==> src/rtl/unified_mem_arbiter.sv <==
// Arbitrates one single-port, variable-latency memory between instruction fetch and data access.
// Alternates grants on conflict, drops flushed fetches, and bounds each access with a watchdog.
module unified_mem_arbiter #(
  parameter int AW      = 32,
  parameter int TIMEOUT = 64
) (
  input  logic          clk,
  input  logic          rst,
  input  logic          if_req,
  input  logic [AW-1:0] if_addr,
  input  logic          if_flush,
  output logic [31:0]   if_rdata,
  output logic          if_valid,
  output logic          if_stall,
  input  logic          dm_req,
  input  logic          dm_we,
  input  logic [AW-1:0] dm_addr,
  input  logic [31:0]   dm_wdata,
  input  logic [3:0]    dm_be,
  output logic [31:0]   dm_rdata,
  output logic          dm_valid,
  output logic          dm_stall,
  output logic          mem_req,
  output logic          mem_we,
  output logic [AW-1:0] mem_addr,
  output logic [31:0]   mem_wdata,
  output logic [3:0]    mem_be,
  input  logic [31:0]   mem_rdata,
  input  logic          mem_ready,
  output logic          timeout_err,
  output logic [1:0]    dbg_state
);

  // Handshake: a requester holds x_req and its command stable until x_valid is
  // seen high; x_valid lasts exactly one cycle and the requester may present a
  // new request on the following cycle. On the memory side, mem_* is held
  // stable while mem_req=1 until a cycle with mem_ready=1 completes it.

  localparam int CW = (TIMEOUT > 1) ? $clog2(TIMEOUT) : 1;
  localparam logic [CW-1:0] WD_LAST = CW'((TIMEOUT > 0) ? TIMEOUT - 1 : 0);
  localparam bit WD_EN = (TIMEOUT != 0);

  typedef enum logic [1:0] {
    IDLE     = 2'd0,
    SERVE_DM = 2'd1,
    SERVE_IF = 2'd2
  } state_t;

  state_t        state;
  logic          last_grant_dm;
  logic          kill;
  logic [CW-1:0] wd_cnt;

  logic          if_cand;
  logic          grant_dm;
  logic          grant_if;
  logic          serving;
  logic          wd_expire;
  logic          done;
  logic [31:0]   rdata;

  // A flush in IDLE only hides the fetch for this cycle; the request stays pending.
  assign if_cand  = if_req & ~if_flush;
  assign grant_dm = dm_req & (~if_cand | ~last_grant_dm);
  assign grant_if = if_cand & ~grant_dm;

  assign serving   = (state != IDLE);
  assign wd_expire = WD_EN && serving && (wd_cnt == WD_LAST) && !mem_ready;
  assign done      = serving & (mem_ready | wd_expire);

  // A timed-out access completes with zero data rather than whatever the bus floats.
  assign rdata    = wd_expire ? 32'h0 : mem_rdata;
  assign if_rdata = rdata;
  assign dm_rdata = rdata;

  assign if_valid = (state == SERVE_IF) & done & ~kill & ~if_flush;
  assign dm_valid = (state == SERVE_DM) & done;

  assign if_stall = if_req & ~if_valid;
  assign dm_stall = dm_req & ~dm_valid;

  assign dbg_state = state;

  always_ff @(posedge clk or posedge rst) begin
    if (rst) begin
      state         <= IDLE;
      last_grant_dm <= 1'b0;
      kill          <= 1'b0;
      wd_cnt        <= '0;
      mem_req       <= 1'b0;
      mem_we        <= 1'b0;
      mem_addr      <= '0;
      mem_wdata     <= '0;
      mem_be        <= 4'b0000;
      timeout_err   <= 1'b0;
    end else begin
      unique case (state)
        IDLE: begin
          wd_cnt <= '0;
          kill   <= 1'b0;
          if (grant_dm) begin
            state     <= SERVE_DM;
            mem_req   <= 1'b1;
            mem_we    <= dm_we;
            mem_addr  <= dm_addr;
            mem_wdata <= dm_wdata;
            mem_be    <= dm_we ? dm_be : 4'b0000;
          end else if (grant_if) begin
            state     <= SERVE_IF;
            mem_req   <= 1'b1;
            mem_we    <= 1'b0;
            mem_addr  <= if_addr;
            mem_wdata <= 32'h0;
            mem_be    <= 4'b0000;
          end
        end
        SERVE_DM, SERVE_IF: begin
          if (done) begin
            state         <= IDLE;
            mem_req       <= 1'b0;
            last_grant_dm <= (state == SERVE_DM);
            kill          <= 1'b0;
            if (wd_expire) begin
              timeout_err <= 1'b1;
            end
          end else begin
            wd_cnt <= wd_cnt + CW'(1);
            // The memory access cannot be recalled, so a flush only marks its result stale.
            if ((state == SERVE_IF) && if_flush) begin
              kill <= 1'b1;
            end
          end
        end
        default: begin
          state   <= IDLE;
          mem_req <= 1'b0;
        end
      endcase
    end
  end

endmodule

==> config.mk <==
export PLATFORM = sky130hd
export DESIGN_NAME = unified_mem_arbiter
export DESIGN_NICKNAME = d
export VERILOG_FILES = /design/src/rtl/unified_mem_arbiter.sv
export SDC_FILE = /design/constraint.sdc
export NUM_CORES = 1
export LEC_CHECK = 0
export ABC_CLOCK_PERIOD_IN_PS = 5100
export CORE_MARGIN = 8
export CORE_UTILIZATION = 25
export DETAILED_ROUTE_END_ITERATION = 6
export PLACE_DENSITY = 0.7
export REMOVE_ABC_BUFFERS = 1
export SLEW_MARGIN = 20
export SYNTH_ARGS = -nofsm -noshare
export SYNTH_HDL_FRONTEND = slang
export SYNTH_SLANG_ARGS = --single-unit
==> constraint.sdc <==
create_clock -name clk -period 5.1 [get_ports clk]
set_input_delay 1.02 -clock clk [delete_from_list [all_inputs] [get_ports clk]]
set_output_delay 1.02 -clock clk [all_outputs]
set_load 0.005 [all_outputs]
* Word level (Yosys, flattened, before mapping) *
Cells that the tools add are included.

storage, ports and cells
  register bits after elaboration = 81
  input bits = 139
  output and inout port bits = 141

operators by class
  $add $sub $neg = 1
  eq/ne operators = 7
  multiplexer cells = 23
  bitwise logic cells = 19
  reductions and logical operators = 15

operator list
  cell                   number
  $mux W32               5
  $mux W4                3
  $pmux W6 S2            1
  $and A1 B1 Y1          10
  $reduce_and A2 Y1      5
  $mux W1                7
  $not A1 Y1             7
  $add A6 B1 Y6 const B  1
  $eq A6 B6 Y1 const B   1
  $mux W2                3
  $mux W6                1
  $ne A3 B3 Y1 const B   2
  $reduce_bool A2 Y1     3
  $ne A2 B2 Y1 const B   2
  $pmux W1 S2            2
  $pmux W2 S2            1
  $logic_and A1 B1 Y1    3
  $reduce_and A3 Y1      1
  $eq A2 B1 Y1 const B   1
  $eq A2 B2 Y1 const B   1
  $logic_not A2 Y1       1
  $or A1 B1 Y1           2
  $reduce_or A2 Y1       1
  $logic_not A1 Y1       1

* Depth between registers and ports, before layout *
  depth in word-level cells = 10
  mapped depth = 7

* Worst setup path after synthesis *
OpenSTA, ideal clock, no wires.

  path type = input-to-output
  start point = input mem_ready
  end point = output if_rdata[10]
  arrival time = 1.726 ns
  required time = 4.080 ns
  slack = 2.354 ns
  cell stages on the path = 4
  path buffers = 2
  cell sequence = nor3_2 -> buf_2 -> nor2b_1 -> buf_4

on the way
  longest elaborated chain between the ends = 3

RTL lines
  element              RTL line  RTL
  from (decl)          29        input logic mem_ready,
  $logic_not A1 Y1     68        assign wd_expire = WD_EN && serving && (wd_cnt == WD_LAST) && !mem_ready;
  $logic_and A1 B1 Y1  68
  $mux W32             72        assign rdata = wd_expire ? 32'h0 : mem_rdata;
  to (decl)            12        output logic [31:0] if_rdata,

Every way passes these cells.

* Worst setup path in the final report *
  start point = input mem_ready
  end point = output if_rdata[1]

Same word-level chain as after synthesis.

==> results by group <==
Run status
  • Status: finished, final reports clean

Cells and area
  • N_diodes: 0
  • Area of the multi-input gates: ~1600 sq um
  • Fillcell total: 1472
  • Nets: 741
  • Area Growth Syn to Fin: 78.2%
  • Layout cells sized above 1: 0.0498
  • Sequential Area: 2030 sq um

STA
  • Unrepaired setup endpoints after global routing: false
  • Final Hold Vio Count: 0
  • Slew headroom: 0.456
  • Final period utilization: 0.798
  • Post-Route Setup TNS: 0 ns
  • Skew final: 0.00502 ns
  • Pins Over Slew Limit: 0
  • Endpoints failing setup: 0
  • Worst-margin pin slew: 0.813 ns
  • Crit path time final: 4.07 ns
  • Max frequency: 246 MHz

Min path
  • Worst min path class: reg2reg
  • Worst hold path depth: 1
  • Hold path startpoint: timeout_err
  • Hold Path End: timeout_err

Route
  • Via Count: 3574
  • Via-per-instance ratio: between 4 and 5
  • Detailed Route Iter0 Violations: 73
  • Post-route ant nets: 0
  • Remaining DRCs: 0
  • Drt pass-1 iters: 4
  • Detailed Route WL: 14200 um
  • Routed wire length per instance: approximately 17 um

Power
  • VDD IR max: 223 uV
  • Sequential group share of total power: 0.334
  • Power Total: about 3300 uW
  • Pwr Density: between 400 and 500 nW/um^2
  • Static leakage: 0.00310 uW
  • Clock share of power: 0.226
  • Pint: 2320 uW
  • Net Sw Power: 1000 uW
  • Switching part of the total: 0.302
  • Combinational share of power: 0.440

Clocking
  • # Post-CTS Setup Buffers: 0
  • CTS tree: done
  • Clock Tree Root: clkbuf_16
  • CTS max path bufs: 2
  • Insertion delay to the later sink of the worst-skew pair: 0.32 ns
  • Htree depth: 3
  • Clk slew on worst S/H paths: 0.06 ns
  • Clock sink total: between 80 and 90
  • Hold bufs inserted after CTS: 0
  • Cts repair resizes: 0
  • CTS buffer count: 9

Logic synthesis
  • Post-Synthesis Cells: 357
  • Async S/R FF share, synth: 1.00
  • Ys flop type: dfrtp_1
  • Synthesized area per cell: around 11 sq um
  • Post-synthesis sequential area ratio: 0.508
  • Synth warn: 0
  • Count of flip-flops with a built-in enable after synthesis: 0
  • Register bit total from synthesis: 81
  • Mapped Area: 3990 sq um
  • Post-synth cell types: 36

Setup path
  • CP dominant cell by count: clkdlybuf4s50_1
  • Max stage delay on crit path: 0.72 ns
  • Crit. End Element: primary output
  • Stages on worst setup path: 5
  • Worst R2R Setup Slack: between 3 and 4 ns
  • CP Data Required Time: 4.08 ns
  • CP max FO: 25
  • Critical-path cell list: clkdlybuf4s50_1, nor3_4, buf_4, nor2b_1, clkdlybuf4s50_1
  • Crit start category: input pin
  • CP top delay family: buffers and inverters
  • CP Buf/Inv Count: 3
  • R2R depth: 5
  • WP data arrival: 3.05 ns
  • R2r startpoint: dbg_state[0]
  • Kind of critical path: in2out
  • FF-to-FF End: timeout_err
  • Critical path's slowest cell: nor3_4

Global routing
  • Grt total ovfl: 0
  • Total global-route track usage: 0.134
  • Pin count of the biggest net entering global routing: 57
  • First-pass GRT wire length: 21200 um
  • Initial antenna violation count: 1
  • Vias in the first global route: 3817

Floorplan
  • Die Wd: 142 um
  • Die footprint: 20200 sq um
  • Die Ht: ~140 um
  • Initial core utilization: 0.254
  • IO Count: 280
  • Rows: 46
  • Area of the core: 15700 sq um

Placement
  • IO buf count: 279
  • DP HPWL: 11700 um
  • Gpl congestion: 0.927

Run
  • Max-cap viol count: 0
==> worst reg2reg max path, stage by stage (launching register included) <==
cell and delay (ns):
dfrtp_1 0.42, inv_1 0.09, ha_1 0.30, nand4b_4 0.26, nor3_4 0.66, a21o_1 0.21
==> registers in the layout (all words and copies together) (netlist names) <==
name	cells
mem_addr	32
mem_wdata	32
wd_cnt	6
mem_be	4
dbg_state	2
kill	1
last_grant_dm	1
mem_req	1
mem_we	1
timeout_err	1
==> layer usage <==
layer,vias to the layer above,wire length (um),part of all wire,global-route usage
met2,187,7350,0.52,0.251
li1,1702,-,-,-
met5,-,13,0.00091,0
met3,12,1760,0.12,0.0523
met1,1671,4900,0.34,0.132
met4,2,219,0.015,0.0458
==> layout make-up <==
type / instances / share of cell area
Sequential cell: 81 / 0.285
Clock buffer: 11 / 0.0356
Inverter: 7 / 0.00388
Timing Repair Buffer: 284 / 0.405
Tap cell: 216 / 0.0380
Clock inverter: 4 / 0.0139
Multi-Input combinational cell: 215 / 0.218
==> layout by cell type (no fill, tap or decap), types with 3 or more instances in the layout <==
master | Yosys | layout
clkdlybuf4s50_1 | 0 | 279
dfrtp_1 | 81 | 81
nand2_1 | 37 | 37
o21ai_0 | 36 | 36
a22o_1 | 35 | 35
nor2b_1 | 34 | 34
mux2i_1 | 33 | 33
clkbuf_16 | 0 | 9
inv_1 | 7 | 6
a32o_1 | 5 | 5
ha_1 | 4 | 4
a21oi_1 | 3 | 3
nand3_1 | 3 | 3
bufinv_16 | 0 | 3
==> cells in the mapped netlist (3+ instances only) <==
| cell | instances | share of area |
|---|---|---|
| a21oi_1 | 3 | 0.0038 |
| a22o_1 | 35 | 0.077 |
| a32o_1 | 5 | 0.013 |
| buf_2 | 13 | 0.016 |
| buf_4 | 32 | 0.060 |
| buf_6 | 5 | 0.014 |
| dfrtp_1 | 81 | 0.51 |
| ha_1 | 4 | 0.013 |
| inv_1 | 7 | 0.0066 |
| mux2i_1 | 33 | 0.083 |
| nand2_1 | 37 | 0.035 |
| nand3_1 | 3 | 0.0038 |
| nor2b_1 | 34 | 0.053 |
| o21ai_0 | 36 | 0.045 |
==> through the flow <==
stage | util | instances | hold WS, ns | worst slack [ns] | cell area (sq um)
after floorplan | - | 303 | 0.451 | 0.292 | 3590
after global placement | 0.427 | 801 | 0.454 | 1.05 | 6700
after detailed placement | 0.427 | 801 | 0.451 | 0.990 | 6700
after CTS | 0.449 | 816 | 0.467 | 0.987 | 7060
after global routing | 0.452 | 818 | 0.475 | 0.848 | 7100
final | 0.452 | 818 | 0.457 | 1.03 | 7100
==> worst max-delay path by stage <==
stage	startpoint	end
final	mem_ready	if_rdata[1]
after global routing	mem_ready	if_rdata[1]
after CTS	mem_ready	if_rdata[1]
after detailed placement	mem_ready	if_rdata[1]
after global placement	mem_ready	if_rdata[1]
after floorplan	if_req	mem_addr[0]
==> power by group through the flow <==
stage	logic, uW	clock network, uW	registers (uW)
after global placement	1450	0	1110
final	1460	751	1110
after floorplan	521	0	1120
after global routing	1590	803	1150
after detailed placement	1470	0	1110
after CTS	1480	778	1110
==> cells by family (layout without fill, tap and decap cells) <==
kind of cell / count (synthesis) / after routing / share of synthesized area
muxes: 35 / 35 / 0.0885
and+or+nand+nor: 85 / 85 / 0.119
DFF: 81 / 81 / 0.508
adders and majority gates: 4 / 4 / 0.0126
AOI/OAI and AO/OA: 91 / 91 / 0.165
buffers and inverters: 61 / 306 / 0.107
(Power assumes the default switching activity.)
